==> src/rtl/demux_1to4_32b.sv <==
// Registered 1-to-4 word demux with per-channel valid/ready holding registers.
// Define DEMUX_AUTO_SEL_EN to route round-robin from an internal pointer instead of sel.
`ifndef INTERNAL_BITS
`define INTERNAL_BITS 32
`endif

module demux_1to4_32b (
  input  logic                      clk,
  input  logic                      rst,
  input  logic                      clr,
  input  logic                      in_valid,
  output logic                      in_ready,
  input  logic [1:0]                sel,
  input  logic [`INTERNAL_BITS-1:0] Data_in,
  output logic [3:0]                out_valid,
  input  logic [3:0]                out_ready,
  output logic [`INTERNAL_BITS-1:0] Data_out1,
  output logic [`INTERNAL_BITS-1:0] Data_out2,
  output logic [`INTERNAL_BITS-1:0] Data_out3,
  output logic [`INTERNAL_BITS-1:0] Data_out4
);

  localparam int W = `INTERNAL_BITS;

  logic [3:0]   full_q, full_d;
  logic [W-1:0] data_q [4];
  logic [1:0]   tgt;
  logic         load;

`ifdef DEMUX_AUTO_SEL_EN
  logic [1:0] ptr_q, ptr_d;
  logic       unused_sel;

  assign unused_sel = ^sel;
  assign tgt        = ptr_q;

  always_comb begin
    ptr_d = ptr_q;
    if (clr)
      ptr_d = 2'd0;
    else if (load)
      ptr_d = ptr_q + 2'd1;
  end

  always_ff @(posedge clk or negedge rst) begin
    if (!rst)
      ptr_q <= 2'd0;
    else
      ptr_q <= ptr_d;
  end
`else
  assign tgt = sel;
`endif

  assign in_ready = !clr && (!full_q[tgt] || out_ready[tgt]);
  assign load     = in_valid && in_ready;

  // A load wins over a drain on the same channel, so no bubble appears.
  always_comb begin
    full_d = full_q;
    for (int k = 0; k < 4; k++) begin
      if (clr)
        full_d[k] = 1'b0;
      else if (load && (tgt == 2'(k)))
        full_d[k] = 1'b1;
      else if (full_q[k] && out_ready[k])
        full_d[k] = 1'b0;
    end
  end

  always_ff @(posedge clk or negedge rst) begin
    if (!rst)
      full_q <= 4'b0000;
    else
      full_q <= full_d;
  end

  always_ff @(posedge clk or negedge rst) begin
    if (!rst) begin
      for (int k = 0; k < 4; k++)
        data_q[k] <= '0;
    end else if (load) begin
      data_q[tgt] <= Data_in;
    end
  end

  assign out_valid = full_q;
  assign Data_out1 = data_q[0];
  assign Data_out2 = data_q[1];
  assign Data_out3 = data_q[2];
  assign Data_out4 = data_q[3];

endmodule

==> config.mk <==
export PLATFORM = sky130hd
export DESIGN_NAME = demux_1to4_32b
export DESIGN_NICKNAME = d
export VERILOG_FILES = /design/src/rtl/demux_1to4_32b.sv
export SDC_FILE = /design/constraint.sdc
export NUM_CORES = 1
export LEC_CHECK = 0
export BUFFER_PORTS_ARGS = -buffer_cell sky130_fd_sc_hd__buf_2
export CAP_MARGIN = 20
export CORE_AREA = 2 2 147 149
export CTS_BUF_LIST = sky130_fd_sc_hd__clkbuf_2
export CTS_CLUSTER_SIZE = 30
export DETAILED_ROUTE_END_ITERATION = 12
export DIE_AREA = 0 0 149 151
export MAX_ROUTING_LAYER = met4
export PLACE_DENSITY_LB_ADDON = 0.2
export SYNTH_ARGS = -nofsm -noshare
export SYNTH_HDL_FRONTEND = slang
export SYNTH_SLANG_ARGS = --single-unit
==> constraint.sdc <==
create_clock -name clk -period 1.9 [get_ports clk]
set_input_delay 0.57 -clock clk [delete_from_list [all_inputs] [get_ports clk]]
set_output_delay 0.57 -clock clk [all_outputs]
set_load 0.05 [all_outputs]
==> summary.md <==
| Metric | Value |
|---|---|
| Crit path cell chain | `or4bb_4 -> o311ai_4 -> a21oi_4 -> buf_6` |
| Part of the power in combinational logic | `0.467` |
| Failing checks | `negative setup slack` |
| Setup skew after layout | `0.03360 ns` |
| P_int | `5.919 mW` |
| CTS clk-pin slew, worst paths | `about 0.24 ns` |
| CTS Buffer Depth | `2` |
| Final Worst Setup Slack | `-0.5020 ns` |
| Worst VDD drop | `~580 uV` |
| Yosys reg bits | `132` |
| Cell variety after synth | `23` |
| Largest net degree at the start of global routing | `40` |
| Design area | `0.008097 mm^2` |
| Hold slack final | `0.1508 ns` |
| Vias/cell | `~4.1` |
| RSZ-0062 raised after global routing | `true` |
| Crit Path Class | `reg -> out` |
| First-pass GRT wire length | `21.27 mm` |
| WP data required | `about 1.3 ns` |
| Area growth syn-to-layout | `57.22%` |
| Nets | `583` |
| Die ar. | `0.02250 mm^2` |
| DR WL/cell | `17.01 um` |
| CP startpoint kind | `flop` |
| Place WS | `-0.2398 ns` |
| Final setup viols | `35` |
| Antenna violations before repair | `0` |
| I/O pins | `roughly 180` |
| Status | `complete, but fails checks` |
| Critical Path AT | `1.83 ns` |
| Hpwl dp | `9.183 mm` |
| Average size of a mapped cell | `17.52 um^2` |
| Headroom to the max-slew limit | `0.7243` |
| Yosys warns | `0` |
| Most numerous cell in the Yosys netlist | `dfrtp_1` |
| Final hold violation count | `0` |
| Min Tclk post-route | `2.402 ns` |
| Hold/Removal Path Class | `in -> reg` |
| Starting Density | `0.2473` |
| Post-synth top flop | `dfrtp_1` |
| Via Count | `3425` |
| Sw frac | `0.4324` |
| Row cnt | `53` |
| Commonest cells in the netlist | `132 x dfrtp_1, 99 x mux2_2, 29 x mux2_4` |
| Grt ovf | `0` |
| CTS tree | `built` |
| First-pass DRT Iterations | `4` |
| H-tree levels | `4` |
| Pins over their slew limit | `0` |
| Synth area leader | `dfrtp_1` |
| RePlAce Congestion | `0.7303` |
| Remaining DRCs | `0` |
| Gr usage total | `0.1290` |
| Core Util, Final | `0.3888` |
| Max-Cap Viols | `0` |
| Final ANT Viol Nets | `0` |
| CTS buffer count | `17` |
| Leak | `around 3.8 nW` |
| Net Sw Power | `4.508 mW` |
| Syn nets | `between 300 and 400` |
| Die W | `around 150 um` |
| Clock power share | `0.162` |
| PortBufs | `174` |
| Sink Count | `132` |
| Placed cell areas | `0.006518 mm^2` |
| Post-synth EDFFs | `0` |
| Die height | `151 um` |
| Final wirelength | `14.10 mm` |
| Final TNS setup | `-7.233 ns` |
| Tcrit/Tclk final | `1.264` |
| Pwr Density | `1288 mW/mm^2` |
| Worst-Skew Late Latency | `around 0.66 ns` |
| Synth top area share | `0.6414` |
| CP max FO | `2` |
| Ys async rst share | `1.000` |
| Vias in the first global route | `between 3000 and 4000` |
| Worst setup EP type | `primary output` |
| Fmax | `roughly 420 MHz` |
| Top cells by area, synth | `dfrtp_1 64%, mux2_2 22%, mux2_4 8.5%, buf_12 1.2%, buf_6 0.87%` |
| Clk root buf | `clkbuf_2` |
| Antenna Cells | `0` |
| Core Footprint | `0.02082 mm^2` |
| Worst reg-to-reg setup slack | `-0.26 ns` |
| Register area share after synthesis | `0.6414` |
| Worst path slowest cell | `or4bb_4` |
| Peak per-stage delay on the critical path | `0.48 ns` |
| Register share of total power | `0.371` |
| Share of cells above drive strength 1 | `0.7365` |
| Synthesized area | `0.005150 mm^2` |
| Worst-margin pin slew | `approximately 0.41 ns` |
| Syn Inst Count | `294` |
| 1st-iter DRT viols | `108` |
logic make-up after synthesis:
family,count (synthesis),synth area share
DFF,132,0.6414
muxes,129,0.3030
buffers and inverters,16,0.02867
and+or+nand+nor,11,0.01992
AOI/OAI and AO/OA,6,0.007045
registers in the layout (all words and copies together), names as in the netlist:
signal,count
out_valid,4
Data_out4,32
Data_out2,32
Data_out3,32
Data_out1,32
power by group through the flow:
stage	logic [mW]	clock network, mW	registers, mW
after floorplan	0.686	0	5.93
after global placement	3.83	0	3.75
after detailed placement	3.85	0	3.78
after CTS	4.81	1.81	3.87
after global routing	5.05	1.96	3.94
final	4.87	1.69	3.87
layout by cell type (no fill, tap or decap), types with 2 or more instances in the layout:
master | Yosys | final
buf_6 | 4 | 138
dfrtp_1 | 132 | 132
mux2_2 | 99 | 96
buf_4 | 0 | 46
buf_2 | 6 | 40
mux2_4 | 29 | 32
clkbuf_2 | 1 | 17
buf_12 | 3 | 12
clkinv_4 | 0 | 5
nand2b_1 | 3 | 3
o21ai_0 | 3 | 3
clkinvlp_4 | 0 | 3
inv_6 | 0 | 3
clkbuf_16 | 0 | 3
inv_8 | 0 | 2
buf_8 | 0 | 2
dlygate4sd3_1 | 0 | 2
metal layers:
metal | up-vias | GRT usage | routed length, um
li1 | 1537 | - | -
met1 | 1764 | 0.1646 | 6255
met2 | 115 | 0.1919 | 6690
met3 | 9 | 0.04759 | 984
met4 | 0 | 0.03857 | 174
met5 | - | - | 0
final cells by class:
class / count / area [um^2]
inverters: 1 / 3.754
clock inverters: 15 / 148.9
well taps: 275 / 344.1
clock buffers: 17 / 85.08
flip-flops and latches: 132 / 3303
multi-input cells: 146 / 1747
fillers: 2001 / 12730
repair buffers: 243 / 2465
per-stage QoR:
step                      cells  power (mW)
after floorplan             294       6.615
after global placement      746       7.582
after detailed placement    746       7.634
after CTS                   810       10.49
after global routing        829       10.96
final                       829       10.43
path summary, 6_finish.rpt:
path / start / cells past startpoint / endpoint
setup reg to reg: out_valid[2] / 10 / Data_out3[10]
hold reg to reg: Data_out2[11] / 1 / Data_out2[11]
max in group asynchronous: rst / 3 / Data_out2[25]
hold / removal: Data_in[22] / 2 / Data_out3[22]
min in group asynchronous: rst / 2 / out_valid[0]
setup / recovery: out_valid[2] / 4 / in_ready
timing repair:
item                                    4_1_cts  5_1_grt
endpoints found under the hold margin        35        1
endpoints found under the setup margin      133      166
pin swaps                                     2        0
gates cloned                                  0        4
setup buffers                                31       15
hold buffers                                  1        1
gates resized for setup                     275        4
worst max-delay path: cells and delay by family (launching register included):
kind,cells,cell delay [ns]
AND/OR/NAND/NOR,1,0.48
flip-flops,1,0.40
buffers and inverters,1,0.16
AO/OA/AOI/OAI,2,0.13
(Power assumes the default switching activity.)
